File: src/rtl/mem_wb_writeback.sv
// mem_wb_writeback: MEM/WB pipeline register, register file commit,
// bypassed decode read ports and committed write-back counter.
module mem_wb_writeback #(
  parameter int DATA_W = 16,
  parameter int ADDR_W = 3,
  parameter int NREGS  = 8,
  parameter int CNT_W  = 16
) (
  input  logic                     clk,
  input  logic                     rst,
  input  logic [DATA_W+ADDR_W:0]   mem_in,
  input  logic                     stall,
  input  logic                     flush,
  input  logic [ADDR_W-1:0]        rd_addr1,
  input  logic [ADDR_W-1:0]        rd_addr2,
  output logic [DATA_W-1:0]        rd_data1,
  output logic [DATA_W-1:0]        rd_data2,
  output logic                     wb_valid,
  output logic [ADDR_W-1:0]        wb_dest,
  output logic [DATA_W-1:0]        wb_data,
  output logic [CNT_W-1:0]         wb_count
);

  typedef struct packed {
    logic              valid;
    logic [ADDR_W-1:0] dest;
    logic [DATA_W-1:0] data;
  } mem_wb_t;

  mem_wb_t             in_b;
  mem_wb_t             wb_q;
  logic [DATA_W-1:0]   regs [NREGS];
  logic [CNT_W-1:0]    cnt_q;

  assign in_b = mem_in;

  // Flush beats stall so a combined request still yields a bubble.
  always_ff @(posedge clk) begin
    if (!rst) begin
      wb_q <= '0;
    end else if (flush) begin
      wb_q <= '0;
    end else if (!stall) begin
      wb_q <= in_b;
    end
  end

  // Commit follows the pre-edge MEM/WB contents, independent of stall/flush.
  always_ff @(posedge clk) begin
    if (!rst) begin
      for (int i = 0; i < NREGS; i++) begin
        regs[i] <= '0;
      end
    end else if (wb_q.valid) begin
      regs[wb_q.dest] <= wb_q.data;
    end
  end

  always_ff @(posedge clk) begin
    if (!rst) begin
      cnt_q <= '0;
    end else if (wb_q.valid) begin
      cnt_q <= cnt_q + 1'b1;
    end
  end

  // A bubble never bypasses, whatever stale dest/data it carries.
  always_comb begin
    rd_data1 = regs[rd_addr1];
    if (wb_q.valid && (rd_addr1 == wb_q.dest)) begin
      rd_data1 = wb_q.data;
    end
  end

  always_comb begin
    rd_data2 = regs[rd_addr2];
    if (wb_q.valid && (rd_addr2 == wb_q.dest)) begin
      rd_data2 = wb_q.data;
    end
  end

  assign wb_valid = wb_q.valid;
  assign wb_dest  = wb_q.dest;
  assign wb_data  = wb_q.data;
  assign wb_count = cnt_q;

endmodule

File: config.mk
export PLATFORM = sky130hd
export DESIGN_NAME = mem_wb_writeback
export DESIGN_NICKNAME = d
export VERILOG_FILES = /design/src/rtl/mem_wb_writeback.sv
export SDC_FILE = /design/constraint.sdc
export NUM_CORES = 1
export LEC_CHECK = 0
export CORE_MARGIN = 1
export CORE_UTILIZATION = 30
export CTS_CLUSTER_DIAMETER = 60
export DETAILED_ROUTE_END_ITERATION = 10
export GPL_TIMING_DRIVEN = 0
export MAX_ROUTING_LAYER = met4
export SETUP_SLACK_MARGIN = 0.3
export SLEW_MARGIN = 20
export SYNTH_ARGS = -nofsm -noshare
export SYNTH_HDL_FRONTEND = slang
export SYNTH_SLANG_ARGS = --single-unit
File: constraint.sdc
create_clock -name clk -period 5.4 [get_ports clk]
set_input_delay 1.08 -clock clk [delete_from_list [all_inputs] [get_ports clk]]
set_output_delay 1.08 -clock clk [all_outputs]
set_load 0.1 [all_outputs]
* After elaboration in Yosys (flattened, before gate mapping) *
Memories as Yosys holds them, arrays and structs flattened.
Cells that the tools add are included.

operators by class
  eq/ne operators = 2
  muxes and demuxes = 9
  reduce and logical (&&, ||, !) cells = 4
  $add $sub $neg = 1
  bitwise logic cells = 1

operators with widths
  cell                                                             number
  16-bit 2-to-1 mux                                                3
  16-bit by 1-bit adder with 16-bit output, second input constant  1
  16-bit OR reduction                                              1
  3-bit equality test                                              2
  1-bit 2-to-1 mux                                                 5
  3-bit 2-to-1 mux                                                 1
  1-bit logical AND                                                2
  2-bit OR reduction                                               1
  1-bit inverter                                                   1

storage, ports and cells
  register bits after elaboration = 36
  output and inout bits = 68
  memories = 1
  input port bits = 30
  logic and storage cells = 22
  bits in writable memories = 128

memories
  name  depth  bits a word  read ports  clocked after memory_dff  write ports  line  text
  regs  8      16           2           0                         8            32    logic [DATA_W-1:0] regs [NREGS];

* Longest topological paths before layout *
Gate-level depths: netlist of run 1.

  depth after elaboration = 5
  depth in mapped cells = 7
  depth with buffers taken out = 5

* Least setup slack after synthesis of run 1 *
Ideal clock, no wire load.

  kind = input port to output port
  from = input rd_addr1[0]
  to = output rd_data1[10]
  cell stages on the path = 6
  required time = 4320 ps
  path slack = 942 ps
  arrival time = 3378 ps
  cells stage by stage = buf_4 -> buf_6 -> xnor2_1 -> nand4_1 -> clkbuf_1 -> a21oi_1

between the ends
  longest elaborated chain between the ends = 3

ends and longest elaborated chain
  what                                                       line  text
  start: declaration                                         14    input logic [ADDR_W-1:0] rd_addr1,
  branches (longest 2 deep; another with memory 8 x 16 bit)  n/a
  16-bit 2-to-1 mux *                                        70    if (wb_q.valid && (rd_addr1 == wb_q.dest)) begin
  end: declaration                                           16    output logic [DATA_W-1:0] rd_data1,

Every way passes the cells marked *.

* Worst setup path after layout of run 1 *
  from = input rd_addr1[1]
  to = output rd_data1[12]

Same word-level chain as after synthesis.

==> results of run 1 <==
state kept, by name, summed over array words and instances, names as in the netlist:
register  cells
regs        128
wb_count     16
wb_data      16
wb_dest       3
wb_valid      1
cells by family (layout without fill, tap and decap cells):
group,Yosys count,in the layout,share of synthesized area
mux,120,120,0.233
simple gates,243,243,0.161
fa+ha+maj,1,1,0.00145
xor+xnor,17,17,0.0173
flops,164,164,0.530
compound gates,38,38,0.0221
buf+inv,62,187,0.0348
stage by stage:
step,hold slack (ns),total power [mW]
after floorplan,0.894,1.85
after global placement,0.465,2.00
after detailed placement,0.471,2.00
after CTS,0.485,3.33
after global routing,0.525,3.41
final,0.485,3.31
layer usage:
metal,share of wire,up-vias
li1,-,2580
met5,0,-
met3,0.041,24
met4,0.021,0
met2,0.49,136
met1,0.45,2726
power breakdown:
part	internal (mW)	switching, mW	total, mW	leakage (nW)
Clock	0.837	0.501	1.34	0.312
Sequential	1.39	0.0207	1.42	1.62
Combinational	0.174	0.385	0.558	2.00
Total	2.41	0.906	3.31	3.94
worst reg2reg max path: cells and delay by family (launching register included):
family / cells / cell delay [ns]
and+or+nand+nor: 3 / 1.59
DFF: 1 / 0.42
buffers and inverters: 1 / 0.21
cells in the mapped netlist (all sizes together):
cell type  number  area (um^2)
or3             2         17.5
xnor2          14          123
nor3            8         60.1
mux2i          56          561
inv             2         7.50
nand3           6         30.0
nand4           6         52.6
and3            2         12.5
ha              1         12.5
a21oi          33          165
nand2b          9         63.8
mux4           64         1440
buf            24          156
clkbuf         36          135
o21ai           5         25.0
nand2          10         45.0
xor2            3         26.3
and2          128          801
dfxtp          36          721
edfxtp        128         3840
nor4            2         27.5
nor2           70          278
area by class of cell:
cell class                      instances  area [um^2]  share of cell area
Clock buffer                           21          450              0.0422
Inverter                                2         7.51            0.000703
Buffer                                 60          292              0.0273
Sequential cell                       164         4560               0.427
Timing Repair Buffer                   93          943              0.0883
Multi-Input combinational cell        419         3760               0.352
Clock inverter                         11          198              0.0185
Tap cell                              378          473              0.0443
worst min path at each step:
stage	to	slack (ns)
after floorplan	wb_count[15]	0.89
after global placement	wb_count[15]	0.46
after detailed placement	wb_count[15]	0.47
after CTS	wb_count[15]	0.49
after global routing	wb_count[15]	0.52
final	wb_count[15]	0.49
==> reports/qor.txt, run 1 <==
===============================================================================================
Result of the run ................................................................ finished, final reports clean
Post-route DRC ...................................................................            0
Worst EP arrival .................................................................      3.85 ns
Portion of the post-synthesis area used by sequential elements ...................        0.530
Count of instances resized after the clock tree is built .........................            0
Slowest stage cell, crit path .................................................... sky130_fd_sc_hd__clkdlybuf4s50_1
Core Util, Final .................................................................        0.381
Overflow left after global routing ...............................................            0
Post-CTS setup buffer count ......................................................            0
Placeable Area ...................................................................  0.0280 mm^2
Number of distinct library cells after synthesis .................................           32
Via count of the first global-routing pass .......................................        5,508
Hold path cells ..................................................................            2
Layout filler cell count .........................................................        2,701
Time the worst path needs with I/O delays and setup ..............................      4.93 ns
Total number of placement rows ...................................................           61
Number of max-capacitance violations reported ....................................            0
Area of the die ..................................................................  0.0294 mm^2
Worst VDD drop ...................................................................       126 uV
Synth Warn # .....................................................................            0
Share of final-layout standard cells stronger than drive strength 1 ..............        0.178
Final cell area excluding filler cells ...........................................  0.0107 mm^2
Capturing point of the worst reg2reg path ........................................   regs[6][4]
Met1 GRT Util ....................................................................        0.206
Final setup viols ................................................................            0
Commonest cells after routing, fill and taps aside ............................... sky130_fd_sc_hd__and2_1 (128), sky130_fd_sc_hd__edfxtp_1 (128), sky130_fd_sc_hd__clkdlybuf4s50_1 (89)
Slew Viols, Final ................................................................            0
Clock input transition at the sequential cells of the worst setup and hold paths .      0.07 ns
Critical R2R Launch ..............................................................     wb_valid
Data required, critical path .....................................................      4.32 ns
Final Hold Violating Endpoints ...................................................            0
Pin slew with the least headroom to its limit ....................................      1.09 ns
Iteration count of the initial detailed-routing pass .............................            4
Area of placed instances .........................................................  0.0100 mm^2
Max FO, Critical Path ............................................................           10
Grt met3 use .....................................................................       0.0288
Initial antenna violation count ..................................................            0
Number of placed cells counting well taps ........................................        1,116
Gate count of the mapped netlist .................................................          645
Buffers added on ports ...........................................................           89
Wire length reported by the detailed router ......................................      21.8 mm
Per-instance average area after synthesis ........................................    13.3 um^2
Clock Tree Buf Depth .............................................................            2
Max-slew headroom at the worst pin ...............................................        0.276
Inserted Clock Buffers ...........................................................           17
PwrDens ..........................................................................  310 mW/mm^2
WL/cell ..........................................................................      19.0 um
Pin count of the biggest net entering global routing .............................           17
Met2 track utilization from global routing .......................................        0.259
Crit-path cells .................................................................. buf_2 -> clkbuf_1 -> mux4_2 -> mux2i_1 -> a21oi_1 -> clkdlybuf4s50_1
Number of buffer and inverter instances along the worst setup path ...............            3
Total via count in the routed design .............................................        5,466
Critical setup path kind .........................................................       in2out
Mapped Nets ......................................................................          676
CTS root buf ..................................................................... sky130_fd_sc_hd__clkbuf_16
Global router's overall resource usage ...........................................        0.161
Destination of the critical timing path .......................................... rd_data1[12]
Peak-usage layer in the global routing report ....................................         met2
Wire length of the first global-routing pass .....................................      33.3 mm
Die height .......................................................................       171 um
Setup WS post-layout .............................................................     0.465 ns
Worst Min Path Start ............................................................. wb_count[15]
Final-stage net count ............................................................          788
Initial Util .....................................................................        0.307
Cell class contributing the biggest share of worst-path delay .................... buffers and inverters
Netlist area before placement .................................................... 0.00860 mm^2
Diode count ......................................................................            0
First-iteration detailed-routing DRC count .......................................          397
Period utilisation layout ........................................................        0.914
Layout-stage area growth over the synthesis result ...............................        24.2%
TritonCTS clock tree .............................................................        built
Max Clock Freq ...................................................................      203 MHz
Post-route setup TNS .............................................................         0 ns
Width of the chip ................................................................       171 um
Critical Path Stages .............................................................            6
Worst hold path class ............................................................      reg2reg
Number of hold buffers added after CTS ...........................................            0
Unrepaired setup endpoints after global routing ..................................        false
Setup slack of the most critical reg-to-reg path .................................      2.78 ns
P_leak ...........................................................................      3.94 nW
Antenna violation net count after detailed routing ...............................            0
Synthesis-stage register bit count ...............................................          164
Delay of the slowest cell on the worst path ......................................      1.19 ns
# IOs ............................................................................           98
Critical path startpoint .........................................................  rd_addr1[1]
CTS Sinks ........................................................................          164
Critical Path Sink Type ..........................................................   output pin
Critical path startpoint category ................................................   input port
GPL Wtd Cong .....................................................................        0.866
Per-cell via count in the routed design ..........................................         4.76
Post-route non-filler standard cell count ........................................        1,148
Skew-Pair Late Insertion Delay ...................................................      0.43 ns
Worst-case reg-to-reg path depth .................................................            4
Pre-CTS WS .......................................................................     0.490 ns
Worst setup skew after layout ....................................................   0.00900 ns
Total number of H-tree levels ....................................................            4
Sum of net half-perimeters after detailed placement ..............................      16.2 mm
===============================================================================================
No activity file was read; power rests on OpenSTA's default activity.
==> inputs of run 2 (changes only) <==
Clock period 5.4 ns to 4.3 ns, I/O delays scaled along.
==> run 2 against run 1 <==
Compared with the run above: sequential share of layout area rose by 0.31 points; largest power group unchanged; register-to-register slack got worse by 1.0 ns; sequential power rose by 25%; setup slack got worse by 0.11 ns; non-clock buffer count did not move; utilization fell by 0.27 points; critical endpoint is now rd_data1[7]; critical path depth did not move; count of clock-buffer cells in the layout fell by 2.
==> reports/qor.txt, run 2 (synthesis results as in run 1) <==
===============================================================================================
Period utilisation layout ........................................................        0.918
Top reg by flops .................................................................         regs
Max Clock Freq ...................................................................      253 MHz
Post-route setup TNS .............................................................         0 ns   unchanged
Clock Power Share ................................................................        0.373   -0.031
Crit-path cells .................................................................. buf_2 -> clkbuf_1 -> mux4_2 -> mux2i_1 -> a21oi_1 -> clkdlybuf4s15_1
Sum of net half-perimeters after detailed placement ..............................      16.4 mm   +1.3%
Post-route DRC ...................................................................            0   unchanged
Final cell area excluding filler cells ...........................................  0.0106 mm^2   -0.71%
Worst-case reg-to-reg path depth .................................................            4   unchanged
Clock Tree Buf Depth .............................................................            2   unchanged
Area of the die ..................................................................  0.0294 mm^2   unchanged
Post-route non-filler standard cell count ........................................        1,148   unchanged
Final-stage net count ............................................................          788   unchanged
Share of final-layout standard cells stronger than drive strength 1 ..............        0.231   +0.0532
Commonest cells after routing, fill and taps aside ............................... sky130_fd_sc_hd__and2_1 (128), sky130_fd_sc_hd__edfxtp_1 (128), sky130_fd_sc_hd__nor2_1 (68)
Combinational group share of total power .........................................        0.175   +0.006
Max-slew headroom at the worst pin ...............................................        0.293   +0.0174
Final setup viols ................................................................            0   unchanged
Wire length of the first global-routing pass .....................................      33.3 mm   about the same
Critical path startpoint category ................................................   input port
Overflow left after global routing ...............................................            0   unchanged
Slew Viols, Final ................................................................            0   unchanged
Switch share .....................................................................        0.296   +0.0220
Area of placed instances .........................................................  0.0101 mm^2   +0.34%
Cell class contributing the biggest share of worst-path delay .................... buffers and inverters
Buffers added on ports ...........................................................           89   unchanged
# IOs ............................................................................           98   unchanged
Clock input transition at the sequential cells of the worst setup and hold paths .      0.07 ns   about the same
Skew-Pair Late Insertion Delay ...................................................      0.43 ns   about the same
Sequential Power Share ...........................................................        0.453   +0.026
Critical setup path kind .........................................................       in2out
Post-CTS setup buffer count ......................................................            0   unchanged
Internal power summed over all cells .............................................      2.77 mW   +15%
Wire length reported by the detailed router ......................................      21.7 mm   -0.20%
Die height .......................................................................       171 um   unchanged
Setup WS post-layout .............................................................     0.351 ns   -0.115 ns
Number of max-capacitance violations reported ....................................            0   unchanged
Critical Path Stages .............................................................            6   unchanged
Time the worst path needs with I/O delays and setup ..............................      3.95 ns
Total via count in the routed design .............................................        5,490   +0.44%
Pin count of the biggest net entering global routing .............................           17   unchanged
Diode count ......................................................................            0   unchanged
GPL Wtd Cong .....................................................................        0.890   +2.7%
Max FO, Critical Path ............................................................           10   unchanged
Worst EP arrival .................................................................      3.09 ns   -0.76 ns
Inserted Clock Buffers ...........................................................           17   unchanged
Worst VDD drop ...................................................................       276 uV   +120%
Worst hold path class ............................................................      reg2reg
Via count of the first global-routing pass .......................................        5,571   +1.1%
PwrDens ..........................................................................  370 mW/mm^2   +19%
Delay of the slowest cell on the worst path ......................................      0.75 ns   -0.44 ns
CTS Sinks ........................................................................          164   unchanged
Capturing point of the worst reg2reg path ........................................   regs[6][6]
First-iteration detailed-routing DRC count .......................................          448   +13%
Destination of the critical timing path ..........................................  rd_data1[7]
Pin slew with the least headroom to its limit ....................................      1.06 ns   -0.0261 ns
Placeable Area ...................................................................  0.0280 mm^2   unchanged
Critical R2R Launch ..............................................................     wb_valid
Total number of placement rows ...................................................           61   unchanged
TritonCTS clock tree .............................................................        built
Core Util, Final .................................................................        0.379   -0.00273
Total number of H-tree levels ....................................................            4   unchanged
WL/cell ..........................................................................      18.9 um   -0.20%
Iteration count of the initial detailed-routing pass .............................            8   +4
Pre-CTS WS .......................................................................    -0.148 ns   -0.638 ns
Global router's overall resource usage ...........................................        0.162   +0.000753
Layout-stage area growth over the synthesis result ...............................        23.3%
Antenna violation net count after detailed routing ...............................            0   unchanged
Unrepaired setup endpoints after global routing ..................................        false
Overall power after layout .......................................................      3.93 mW   +19%
Per-cell via count in the routed design ..........................................         4.78   +0.44%
Setup slack of the most critical reg-to-reg path .................................      1.74 ns   -1.04 ns
Worst setup skew after layout ....................................................    0.0110 ns   +0.00201 ns
Slowest stage cell, crit path .................................................... sky130_fd_sc_hd__clkdlybuf4s15_1
Initial antenna violation count ..................................................            0   unchanged
Result of the run ................................................................ finished, final reports clean
Width of the chip ................................................................       171 um   unchanged
Data required, critical path .....................................................      3.44 ns   -0.88 ns
Critical path startpoint .........................................................  rd_addr1[1]
CTS root buf ..................................................................... sky130_fd_sc_hd__clkbuf_16
Final Hold Violating Endpoints ...................................................            0   unchanged
Flip-flop count of the largest register, all copies and words added ..............          128   unchanged
Critical Path Sink Type ..........................................................   output pin
Number of placed cells counting well taps ........................................        1,116   unchanged
P_leak ...........................................................................      3.93 nW   -0.12%
Switching pwr ....................................................................      1.16 mW   +28%
Worst hold margin ................................................................     0.486 ns   +0.00140 ns
Number of buffer and inverter instances along the worst setup path ...............            3   unchanged
Initial Util .....................................................................        0.307   unchanged
===============================================================================================
-- run 2: cell types whose count changed in the layout (fill, tap and decap cells not counted), sizes merged --
cell | previous run | this run
inv | 4 | 8
bufinv | 5 | 0
clkbuf | 57 | 66
clkinv | 3 | 6
clkdlybuf4s15 | 0 | 21
clkdlybuf4s50 | 89 | 57
-- run 2: final cells by class --
| type | count | area [um^2] |
|---|---|---|
| repair buffers | 93 | 917 |
| multi-input cells | 419 | 3790 |
| clock buffers | 19 | 475 |
| inverters | 2 | 7.51 |
| fillers | 2702 | 17400 |
| well taps | 378 | 473 |
| flip-flops and latches | 164 | 4560 |
| clock inverters | 13 | 92.6 |
| plain buffers | 60 | 292 |
-- run 2: power groups by stage --
stage / Sequential [mW] / Clock, mW / Combinational, mW
floorplan: 1.85 / 0 / 0.477
global placement: 1.81 / 0 / 0.702
detailed placement: 1.81 / 0 / 0.709
CTS: 1.78 / 1.50 / 0.695
global route: 1.78 / 1.56 / 0.715
finish: 1.78 / 1.46 / 0.686
-- run 2: worst min-delay path: stages, from the launching register on --
cell	delay [ns]
sky130_fd_sc_hd__dfxtp_1	0.32
sky130_fd_sc_hd__nand2_1	0.06
sky130_fd_sc_hd__mux2i_1	0.06
-- run 2: routing by layer --
layer  share of wire  vias to the layer above  track usage
li1                -                     2579            -
met2            0.48                      153        0.255
met4           0.019                        0       0.0582
met1            0.46                     2727        0.209
met3           0.040                       31       0.0297
met5               0                        -            -
-- run 2: worst min path at each step --
stage | from | end | slack [ns] | depth (start not counted)
5_1_grt | wb_count[15] | wb_count[15] | 0.53 | 2
3_5_place_dp | wb_count[15] | wb_count[15] | 0.47 | 2
2_1_floorplan | wb_count[15] | wb_count[15] | 0.89 | 2
3_3_place_gp | wb_count[15] | wb_count[15] | 0.47 | 2
4_1_cts | wb_count[15] | wb_count[15] | 0.49 | 2
6_report | wb_count[15] | wb_count[15] | 0.49 | 2
-- run 2: timing repair --
action	in CTS	in global routing
endpoints found under the setup margin	32	12
resized for setup	74	21
hold buffers	0	0
endpoints found under the hold margin	0	0
==> inputs of run 3 (changes only) <==
Settings changed: CORE_UTILIZATION 30 to 51, CTS_CLUSTER_SIZE from default to 8, PLACE_DENSITY from default to 0.76.
==> run 3 against run 2 <==
Compared with the run above: clock skew decreased by 0.0029 ns; sequential cell count did not move; count of clock-buffer cells in the layout decreased by 1; clock power increased by 7%; via count rose by 4.7%; fmax fell by 0.36%; largest power group unchanged.
==> reports/qor.txt, run 3 (synthesis results as in run 1) <==
===============================================================================================
Placeable Area ...................................................................  0.0165 mm^2   -41%
Inserted Clock Buffers ...........................................................           17   unchanged
Clock Tree Buf Depth .............................................................            2   unchanged
Number of max-capacitance violations reported ....................................            0   unchanged
Skew-Pair Late Insertion Delay ...................................................      0.43 ns   about the same
Diode count ......................................................................            0   unchanged
Final Hold Violating Endpoints ...................................................            0   unchanged
Critical path startpoint .........................................................  rd_addr2[1]
First-iteration detailed-routing DRC count .......................................          455   +1.6%
Via count of the first global-routing pass .......................................        5,913   +6.1%
Clock input transition at the sequential cells of the worst setup and hold paths .      0.07 ns   about the same
# IOs ............................................................................           98   unchanged
Antenna violation net count after detailed routing ...............................            0   unchanged
Global router's overall resource usage ...........................................        0.259   +0.0975
Number of hold buffers added after CTS ...........................................            0   unchanged
Period utilisation layout ........................................................        0.922   +0.00334
Post-CTS setup buffer count ......................................................            0   unchanged
Critical setup path kind .........................................................       in2out
Max Clock Freq ...................................................................      252 MHz   -0.36%
Worst setup skew after layout ....................................................   0.00812 ns   -0.00289 ns
CTS Sinks ........................................................................          164   unchanged
Initial Util .....................................................................        0.521   +0.214
Wire length of the first global-routing pass .....................................      32.8 mm   -1.6%
Final setup viols ................................................................            0   unchanged
Data required, critical path .....................................................      3.44 ns   about the same
GPL Wtd Cong .....................................................................        0.946   +6.2%
PwrDens ..........................................................................  386 mW/mm^2   +4.2%
Initial antenna violation count ..................................................            0   unchanged
Area of the die ..................................................................  0.0174 mm^2   -41%
Post-route DRC ...................................................................            0   unchanged
CTS root buf ..................................................................... sky130_fd_sc_hd__clkbuf_16
Pin slew with the least headroom to its limit ....................................      1.01 ns   -0.0493 ns
Time the worst path needs with I/O delays and setup ..............................      3.96 ns   +0.0144 ns
Critical path startpoint category ................................................   input port
Critical R2R Launch ..............................................................   wb_dest[2]
Unrepaired setup endpoints after global routing ..................................        false
Flip-flop count of the largest register, all copies and words added ..............          128   unchanged
WL/cell ..........................................................................      21.1 um   +11%
Max-slew headroom at the worst pin ...............................................        0.324   +0.0308
Worst Min Path Start ............................................................. wb_count[15]
Share of final-layout standard cells stronger than drive strength 1 ..............        0.221   -0.0104
Die height .......................................................................       132 um   -23%
Core Util, Final .................................................................        0.630   +0.251
Buffers added on ports ...........................................................           89   unchanged
TritonCTS clock tree .............................................................        built
Slew Viols, Final ................................................................            0   unchanged
Total number of placement rows ...................................................           47   -23%
Final-stage net count ............................................................          788   unchanged
Total number of H-tree levels ....................................................            4   unchanged
Result of the run ................................................................ finished, final reports clean
Top reg by flops .................................................................         regs
Max FO, Critical Path ............................................................           10   unchanged
Sum of net half-perimeters after detailed placement ..............................      15.7 mm   -4.6%
Commonest cells after routing, fill and taps aside ............................... sky130_fd_sc_hd__and2_1 (128), sky130_fd_sc_hd__edfxtp_1 (128), sky130_fd_sc_hd__nor2_1 (68)
Width of the chip ................................................................       132 um   -23%
Worst VDD drop ...................................................................       323 uV   +17%
Post-route setup TNS .............................................................         0 ns   unchanged
Critical Path Sink Type ..........................................................   output pin
Pin count of the biggest net entering global routing .............................           17   unchanged
Count of instances resized after the clock tree is built .........................           63   -15%
P_leak ...........................................................................      3.96 nW   +0.54%
Wire length reported by the detailed router ......................................      20.9 mm   -3.9%
Worst hold path class ............................................................      reg2reg
Layout filler cell count .........................................................        1,196   -56%
Total via count in the routed design .............................................        5,748   +4.7%
Worst EP arrival .................................................................      3.10 ns   about the same
Per-cell via count in the routed design ..........................................         5.81   +21%
Overflow left after global routing ...............................................            0   unchanged
Iteration count of the initial detailed-routing pass .............................            5   -3
Layout-stage area growth over the synthesis result ...............................        21.0%
===============================================================================================
==> run 3: changes by cell type in the layout (fill, tap and decap cells not counted), sizes merged <==
cell	previous run	this run
clkdlybuf4s15	21	12
dlygate4sd2	0	6
bufinv	0	3
clkbuf	66	68
clkinv	6	5
inv	8	7
==> run 3: critical path: stages <==
cell and delay (ns):
sky130_fd_sc_hd__buf_2 0.20, sky130_fd_sc_hd__clkbuf_1 0.57, sky130_fd_sc_hd__mux4_2 0.36, sky130_fd_sc_hd__mux2i_1 0.07, sky130_fd_sc_hd__a21oi_1 0.19, sky130_fd_sc_hd__clkdlybuf4s15_1 0.85
==> run 3: layer usage <==
layer / share of wire / track usage / vias to the layer above
li1: - / - / 2579
met2: 0.50 / 0.421 / 261
met5: 0 / - / -
met3: 0.070 / 0.0454 / 38
met4: 0.021 / 0.0950 / 0
met1: 0.41 / 0.328 / 2870
==> run 3: stage by stage <==
step,instances,area [um^2],power (mW),setup slack (ns),hold slack (ns)
after floorplan,645,8630,2.33,0.181,0.894
after global placement,954,9800,2.49,-0.101,0.475
after detailed placement,958,9870,2.51,-0.0891,0.485
after CTS,990,10500,4.03,0.181,0.500
after global routing,990,10400,4.12,0.303,0.548
final,990,10400,4.02,0.336,0.506
==> run 3: worst paths after layout <==
check,endpoint,slack [ns],depth (start not counted)
worst max-delay path,rd_data2[8],0.34,6
worst min-delay path,wb_count[15],0.51,2
worst max register to register,regs[6][9],1.79,3
worst min register to register,wb_count[15],0.51,2
==> run 3: power breakdown <==
part | internal (mW) | switching [mW] | leakage, nW
sequential | 1.75 | 0.0294 | 1.62
combinational | 0.199 | 0.478 | 2.04
clock | 0.923 | 0.637 | 0.294
==> run 3: area by class of cell <==
class | count | area, um^2 | area share
Sequential cell | 164 | 4560 | 0.438
Multi-Input combinational cell | 419 | 3790 | 0.364
Timing Repair Buffer | 93 | 880 | 0.0845
Clock buffer | 18 | 429 | 0.0412
Buffer | 60 | 292 | 0.0280
Tap cell | 220 | 275 | 0.0264
Clock inverter | 14 | 176 | 0.0169
Inverter | 2 | 7.51 | 0.000721
